File: src/rtl/rced_pkg.sv
// Shared types and helpers for the stochastic-computing Roberts-cross edge detector.
// Holds the FSM state enum, the LFSR tap table and the length-exponent width helper.
package rced_pkg;

    typedef enum logic [1:0] {
        ST_IDLE,
        ST_RUN,
        ST_DONE
    } state_t;

    // Maximal-length Fibonacci tap masks, with bit k standing for register stage k.
    function automatic logic [15:0] lfsr_taps(input int width);
        case (width)
            4:       return 16'h000C;
            5:       return 16'h0014;
            6:       return 16'h0030;
            7:       return 16'h0060;
            8:       return 16'h00B8;
            9:       return 16'h0110;
            10:      return 16'h0240;
            11:      return 16'h0500;
            12:      return 16'h0829;
            13:      return 16'h100D;
            14:      return 16'h2015;
            15:      return 16'h6000;
            16:      return 16'hD008;
            default: return 16'h0000;
        endcase
    endfunction

    function automatic int len_w(input int width);
        return $clog2(width + 1);
    endfunction

endpackage

File: src/rtl/sc_lfsr_dbj.sv
// WIDTH-bit de Bruijn LFSR: a maximal Fibonacci LFSR with the all-zero state spliced in,
// so the sequence covers all 2^WIDTH values. Load has priority over enable.
module sc_lfsr_dbj
    import rced_pkg::*;
#(
    parameter int WIDTH = 8,
    parameter int SEED  = 1
) (
    input  logic             clk,
    input  logic             rst,
    input  logic             load_i,
    input  logic             en_i,
    output logic [WIDTH-1:0] state_o
);

    localparam logic [15:0]      TAPS_ALL = lfsr_taps(WIDTH);
    localparam logic [WIDTH-1:0] TAPS     = TAPS_ALL[WIDTH-1:0];

    logic [WIDTH-1:0] state_q;
    logic [WIDTH-1:0] state_d;
    logic             fb;

    always_comb begin
        // NOTE: every always_comb output is defaulted first so no latch can be inferred.
        state_d = state_q;
        // Inverting feedback when the low stages are all zero inserts 0 after 100..0.
        fb = (^(state_q & TAPS)) ^ (state_q[WIDTH-2:0] == '0);
        if (load_i) begin
            state_d = WIDTH'(SEED);
        end else if (en_i) begin
            state_d = {state_q[WIDTH-2:0], fb};
        end
    end

    // NOTE: flops use non-blocking assignments so every register samples pre-edge values.
    always_ff @(posedge clk or posedge rst) begin
        if (rst) begin
            state_q <= WIDTH'(SEED);
        end else begin
            state_q <= state_d;
        end
    end

    assign state_o = state_q;

endmodule

File: src/rtl/rced_sc_et.sv
// Sequential stochastic Roberts-cross edge detector with a runtime-selected stream length.
// Four pixels share one de Bruijn LFSR so that XOR of correlated streams yields |a-b|.
module rced_sc_et
    import rced_pkg::*;
#(
    parameter  int WIDTH = 8,
    parameter  int SEED  = 1,
    localparam int LW    = len_w(WIDTH)
) (
    input  logic                  clk,
    input  logic                  rst,
    input  logic                  start_i,
    output logic                  ready_o,
    input  logic [3:0][WIDTH-1:0] bx_i,
    input  logic [LW-1:0]         log_len_i,
    output logic                  busy_o,
    output logic                  valid_o,
    input  logic                  ready_i,
    output logic [WIDTH-1:0]      bz_o
);

    state_t                state_q;
    logic [3:0][WIDTH-1:0] bx_q;
    logic [LW-1:0]         log_len_q;
    logic [WIDTH-1:0]      cyc_q;
    logic [WIDTH:0]        cnt_q;
    logic [WIDTH-1:0]      bz_q;
    logic                  ready_q;
    logic                  busy_q;
    logic                  valid_q;

    logic [WIDTH-1:0]      r;
    logic [LW-1:0]         len_sel;
    logic [3:0]            x;
    logic                  z;
    logic                  last;
    logic [WIDTH:0]        cnt_d;
    logic [WIDTH:0]        last_idx;
    logic [WIDTH:0]        scaled;
    logic [WIDTH-1:0]      bz_d;

    sc_lfsr_dbj #(
        .WIDTH(WIDTH),
        .SEED (SEED)
    ) u_lfsr (
        .clk    (clk),
        .rst    (rst),
        .load_i (state_q == ST_IDLE && start_i),
        .en_i   (state_q == ST_RUN),
        .state_o(r)
    );

    always_comb begin
        len_sel = log_len_i;
        if (log_len_i == '0 || log_len_i > LW'(WIDTH)) begin
            len_sel = LW'(WIDTH);
        end
        for (int i = 0; i < 4; i++) begin
            x[i] = r < bx_q[i];
        end
        z        = cyc_q[0] ? (x[0] ^ x[3]) : (x[1] ^ x[2]);
        cnt_d    = cnt_q + (WIDTH+1)'(z);
        last_idx = ((WIDTH+1)'(1) << log_len_q) - (WIDTH+1)'(1);
        last     = ({1'b0, cyc_q} == last_idx);
        // Rescale to full range; only a count of exactly L reaches bit WIDTH.
        scaled   = cnt_d << (LW'(WIDTH) - log_len_q);
        bz_d     = scaled[WIDTH] ? '1 : scaled[WIDTH-1:0];
    end

    always_ff @(posedge clk or posedge rst) begin
        if (rst) begin
            state_q   <= ST_IDLE;
            bx_q      <= '0;
            log_len_q <= LW'(WIDTH);
            cyc_q     <= '0;
            cnt_q     <= '0;
            bz_q      <= '0;
            ready_q   <= 1'b1;
            busy_q    <= 1'b0;
            valid_q   <= 1'b0;
        end else begin
            case (state_q)
                ST_IDLE: begin
                    if (start_i) begin
                        bx_q      <= bx_i;
                        log_len_q <= len_sel;
                        cyc_q     <= '0;
                        cnt_q     <= '0;
                        state_q   <= ST_RUN;
                        ready_q   <= 1'b0;
                        busy_q    <= 1'b1;
                    end
                end
                ST_RUN: begin
                    cnt_q <= cnt_d;
                    cyc_q <= cyc_q + WIDTH'(1);
                    if (last) begin
                        bz_q    <= bz_d;
                        state_q <= ST_DONE;
                        busy_q  <= 1'b0;
                        valid_q <= 1'b1;
                    end
                end
                ST_DONE: begin
                    if (ready_i) begin
                        state_q <= ST_IDLE;
                        valid_q <= 1'b0;
                        ready_q <= 1'b1;
                    end
                end
                default: begin
                    state_q <= ST_IDLE;
                    ready_q <= 1'b1;
                    busy_q  <= 1'b0;
                    valid_q <= 1'b0;
                end
            endcase
        end
    end

    assign ready_o = ready_q;
    assign busy_o  = busy_q;
    assign valid_o = valid_q;
    assign bz_o    = bz_q;

endmodule

File: config.mk
export PLATFORM = sky130hd
export DESIGN_NAME = rced_sc_et
export DESIGN_NICKNAME = d
export VERILOG_FILES = /design/src/rtl/rced_pkg.sv /design/src/rtl/sc_lfsr_dbj.sv /design/src/rtl/rced_sc_et.sv
export SDC_FILE = /design/constraint.sdc
export NUM_CORES = 1
export LEC_CHECK = 0
export BUFFER_PORTS_ARGS = -buffer_cell sky130_fd_sc_hd__buf_2
export CAP_MARGIN = 10
export CORE_ASPECT_RATIO = 0.5
export CORE_MARGIN = 1
export CORE_UTILIZATION = 38
export CTS_CLUSTER_DIAMETER = 60
export DETAILED_ROUTE_END_ITERATION = 10
export GPL_ROUTABILITY_DRIVEN = 0
export RECOVER_POWER = 100
export SLEW_MARGIN = 10
export SYNTH_ARGS = -nofsm -noshare
export SYNTH_HDL_FRONTEND = slang
export SYNTH_SLANG_ARGS = --single-unit
File: constraint.sdc
create_clock -name clk -period 7.8 [get_ports clk]
set_clock_uncertainty 0.2 [all_clocks]
set_input_delay 0.39 -clock clk [delete_from_list [all_inputs] [get_ports clk]]
set_output_delay 0.39 -clock clk [all_outputs]
set_load 0.03 [all_outputs]
==> results by group <==
Status
  • Result of the run: complete, but fails checks
  • Failing checks: capacitance limit, slew limit

Finish
  • Area occupied by multi-input gates: 2529 sq um
  • Post-layout net count: 650
  • Core occupancy in the finished layout: 44.75%
  • Share of final-layout standard cells stronger than drive strength 1: 13.89%
  • Area growth, synth to finish: 14.16%
  • Most common library cell in the layout ignoring fill and taps: nand2_1
  • Fillers: 1181
  • Top library cells by usage in the layout, fill and taps aside: 80 x nand2_1, 71 x dfrtp_1, 68 x o21ai_0
  • Register cell area after layout: 1856 sq um
  • Number of diodes: 0

Setup path
  • Endpoint of the worst-slack reg-to-reg timing path: bz_o[6]$_DFFE_PP0P_
  • Worst-path fanout max: 22
  • Worst endpoint data arrival time: 5230 ps
  • Launch point of the worst path: log_len_q[0]$_DFFE_PP0P_
  • Worst setup EP type: register
  • Worst Setup Path Type: reg -> reg
  • Setup slack of the worst register-to-register path: 2590 ps
  • Endpoint required time on the critical path: 7820 ps
  • Count of cells along the worst register-to-register path: 11
  • Beginning of the worst register-to-register path: log_len_q[0]$_DFFE_PP0P_
  • Startpoint class of the critical path: register

Timing
  • Setup tns final: 0 ps
  • Final-report hold violation count: 0
  • Highest achievable clock rate: 191.8 MHz
  • Slew Viols, Final: 157
  • Share of the clock period used by the worst path after layout: 66.85%
  • Clock period minus final worst setup slack: 5214 ps
  • Worst slew pin tran: 4035 ps
  • Worst relative slew slack: -169.0%
  • RSZ-0062 raised after global routing: false
  • Final setup viols: 0

Clock network
  • Clock slew at the register clock pins of the worst setup and hold paths: 60 ps
  • Cell chosen for the clock root: clkbuf_16
  • CTS tree: built
  • Count of clock tree sinks: 74
  • Inserted Clock Buffers: 9
  • Clk Latency, worst-skew pair: 330 ps
  • Maximum clock path buffer count: 2
  • H-tree level count: 3
  • Post-cts sizing count: 0
  • Post-CTS Setup Inserts: 0
  • Hold bufs inserted after CTS: 0

Global route
  • Pin count of the biggest net entering global routing: 75
  • GRT Resource Usage Total: 17.40%
  • Global-route wire length before repair: 17.24 mm
  • Congestion Overflow GR: 0
  • Initial antenna violation count: 0
  • Via count of the first global-routing pass: 3520

Worst hold path
  • Hold/Removal Path Class: in -> reg
  • Startpoint of the lowest-slack hold path: bx_i[24]
  • Endpoint, Worst Hold: bx_q[24]$_DFFE_PP0P_
  • Cell depth of the worst min-delay path: 3

Drt
  • Router iterations before antenna repair: 4
  • Avg Vias per Cell: 5.070
  • Avg WL per Cell: 13.52 um
  • Number of vias after detailed routing: 3757
  • ANT nets after route: 0
  • DRC violations left: 0
  • Detailed Route Iter0 Violations: 206
  • Sum of routed wire length over all layers: 10.02 mm

Logic synthesis
  • Synth async-reset ratio: 100.0%
  • Count of flip-flops with a built-in enable after synthesis: 0
  • Mean post-synth cell area: 8.751 sq um
  • FF+latch count, synth: 74
  • Net count after synthesis: 611
  • Cell area after synthesis: 4656 sq um
  • Most used DFF post-synth: dfrtp_1
  • Sequential fraction of the synthesis area: 39.85%
  • Count of mapped cells out of synthesis: 532
  • Total of warnings raised by yosys: 0
  • Number of distinct standard cells referenced by the synthesized netlist: 58

Die
  • Effective utilization at floorplan: 39.20%
  • Die X: 158.5 um
  • Die ar.: 12730 sq um
  • IO Pins: 51
  • Die height: 80.27 um
  • Placeable Area: 11880 sq um
  • Standard-cell rows: 28

Run
  • Number of max-capacitance violations reported: 3

Placed design
  • Post-DP HPWL: 6.946 mm
  • I/O Buffers: 50

Power and ir drop
  • Maximum resistive drop on vdd: 0.1226 mV
  • Static power due to leakage: 0.002578 uW
  • Pwr/cell area: 159.8 nW/um^2
  • Post-route total power: 849.5 uW
-- registers in the layout, summed over array words and instances (netlist names) --
register	cells
valid_o	1
state_q	2
cnt_q	9
u_lfsr.state_o	8
bz_o	8
ready_o	1
busy_o	1
cyc_q	8
bx_q	32
log_len_q	4
-- cell families after synthesis --
group / after synthesis / share of synthesized area [%]
AOI/OAI and AO/OA: 141 / 18.92
xor gates and xnor gates: 16 / 3.010
buffers and inverters: 66 / 5.455
and+or+nand+nor: 181 / 18.76
adders and majority gates: 39 / 10.48
muxes: 15 / 3.521
DFF: 74 / 39.85
-- critical path, stage by stage, from the launching register on --
cell      delay (ps)
dfrtp_1          740
inv_1            250
ha_1             290
ha_1             270
nand2b_1         140
ha_1             250
xnor2_1          160
xnor2_1          140
nand4_1          110
or4_1            560
nor4_1          1570
mux2_2           450
-- synthesized netlist by cell type (5+ instances only) --
library cell,instances,share of area [%]
xnor2_1,8,1.5
ha_1,39,10
clkbuf_1,22,1.8
inv_1,40,3.2
o21ai_0,68,7.3
o31ai_1,12,1.9
dfrtp_1,71,38
nand2_1,80,6.4
xor2_1,8,1.5
nor2b_1,5,0.67
mux2_2,11,2.7
nor2_1,28,2.3
nor3_1,5,0.54
nand2b_1,13,1.7
a21o_1,8,1.3
nand3_1,22,2.4
a21oi_1,18,1.9
-- worst max path at each step --
stage	endpoint	slack, ps	cells after the start
2_1_floorplan	bz_o[1]$_DFFE_PP0P_	3830	13
3_3_place_gp	bz_o[7]$_DFFE_PP0P_	3450	15
3_5_place_dp	bz_o[7]$_DFFE_PP0P_	3380	15
4_1_cts	bz_o[7]$_DFFE_PP0P_	3350	15
5_1_grt	bz_o[1]$_DFFE_PP0P_	2070	11
6_report	bz_o[6]$_DFFE_PP0P_	2590	11
-- power by group --
| part | switching, uW | internal (uW) | total, uW |
|---|---|---|---|
| logic | 10.4 | 7.32 | 17.7 |
| clock network | 166 | 281 | 448 |
| registers | 0 | 384 | 384 |
| total | 177 | 673 | 850 |
-- per-layer routing --
metal,wire length [um],GRT usage [%],vias up
met3,258,3.886,2
met5,0,0,-
li1,-,-,1944
met2,4504,28.64,44
met1,5212,22.86,1767
met4,42,5.096,0
-- final cells by class --
type                    count  area share, %
multi-input cells         392          47.58
flip-flops and latches     74          34.91
clock inverters             6          1.695
well taps                 165          3.884
repair buffers             54          4.802
inverters                  40          2.825
clock buffers              10          4.308
-- stage by stage --
stage	instances	worst slack [ps]	hold WS, ps	cell area, sq um
CTS	741	3348	41.45	5359
global route	741	2069	54.66	5315
global placement	725	3447	249.7	5040
floorplan	532	3830	246.7	4656
detailed placement	725	3380	254.7	5040
finish	741	2586	50.06	5315
Note: power is estimated with default switching activity, not from simulation.
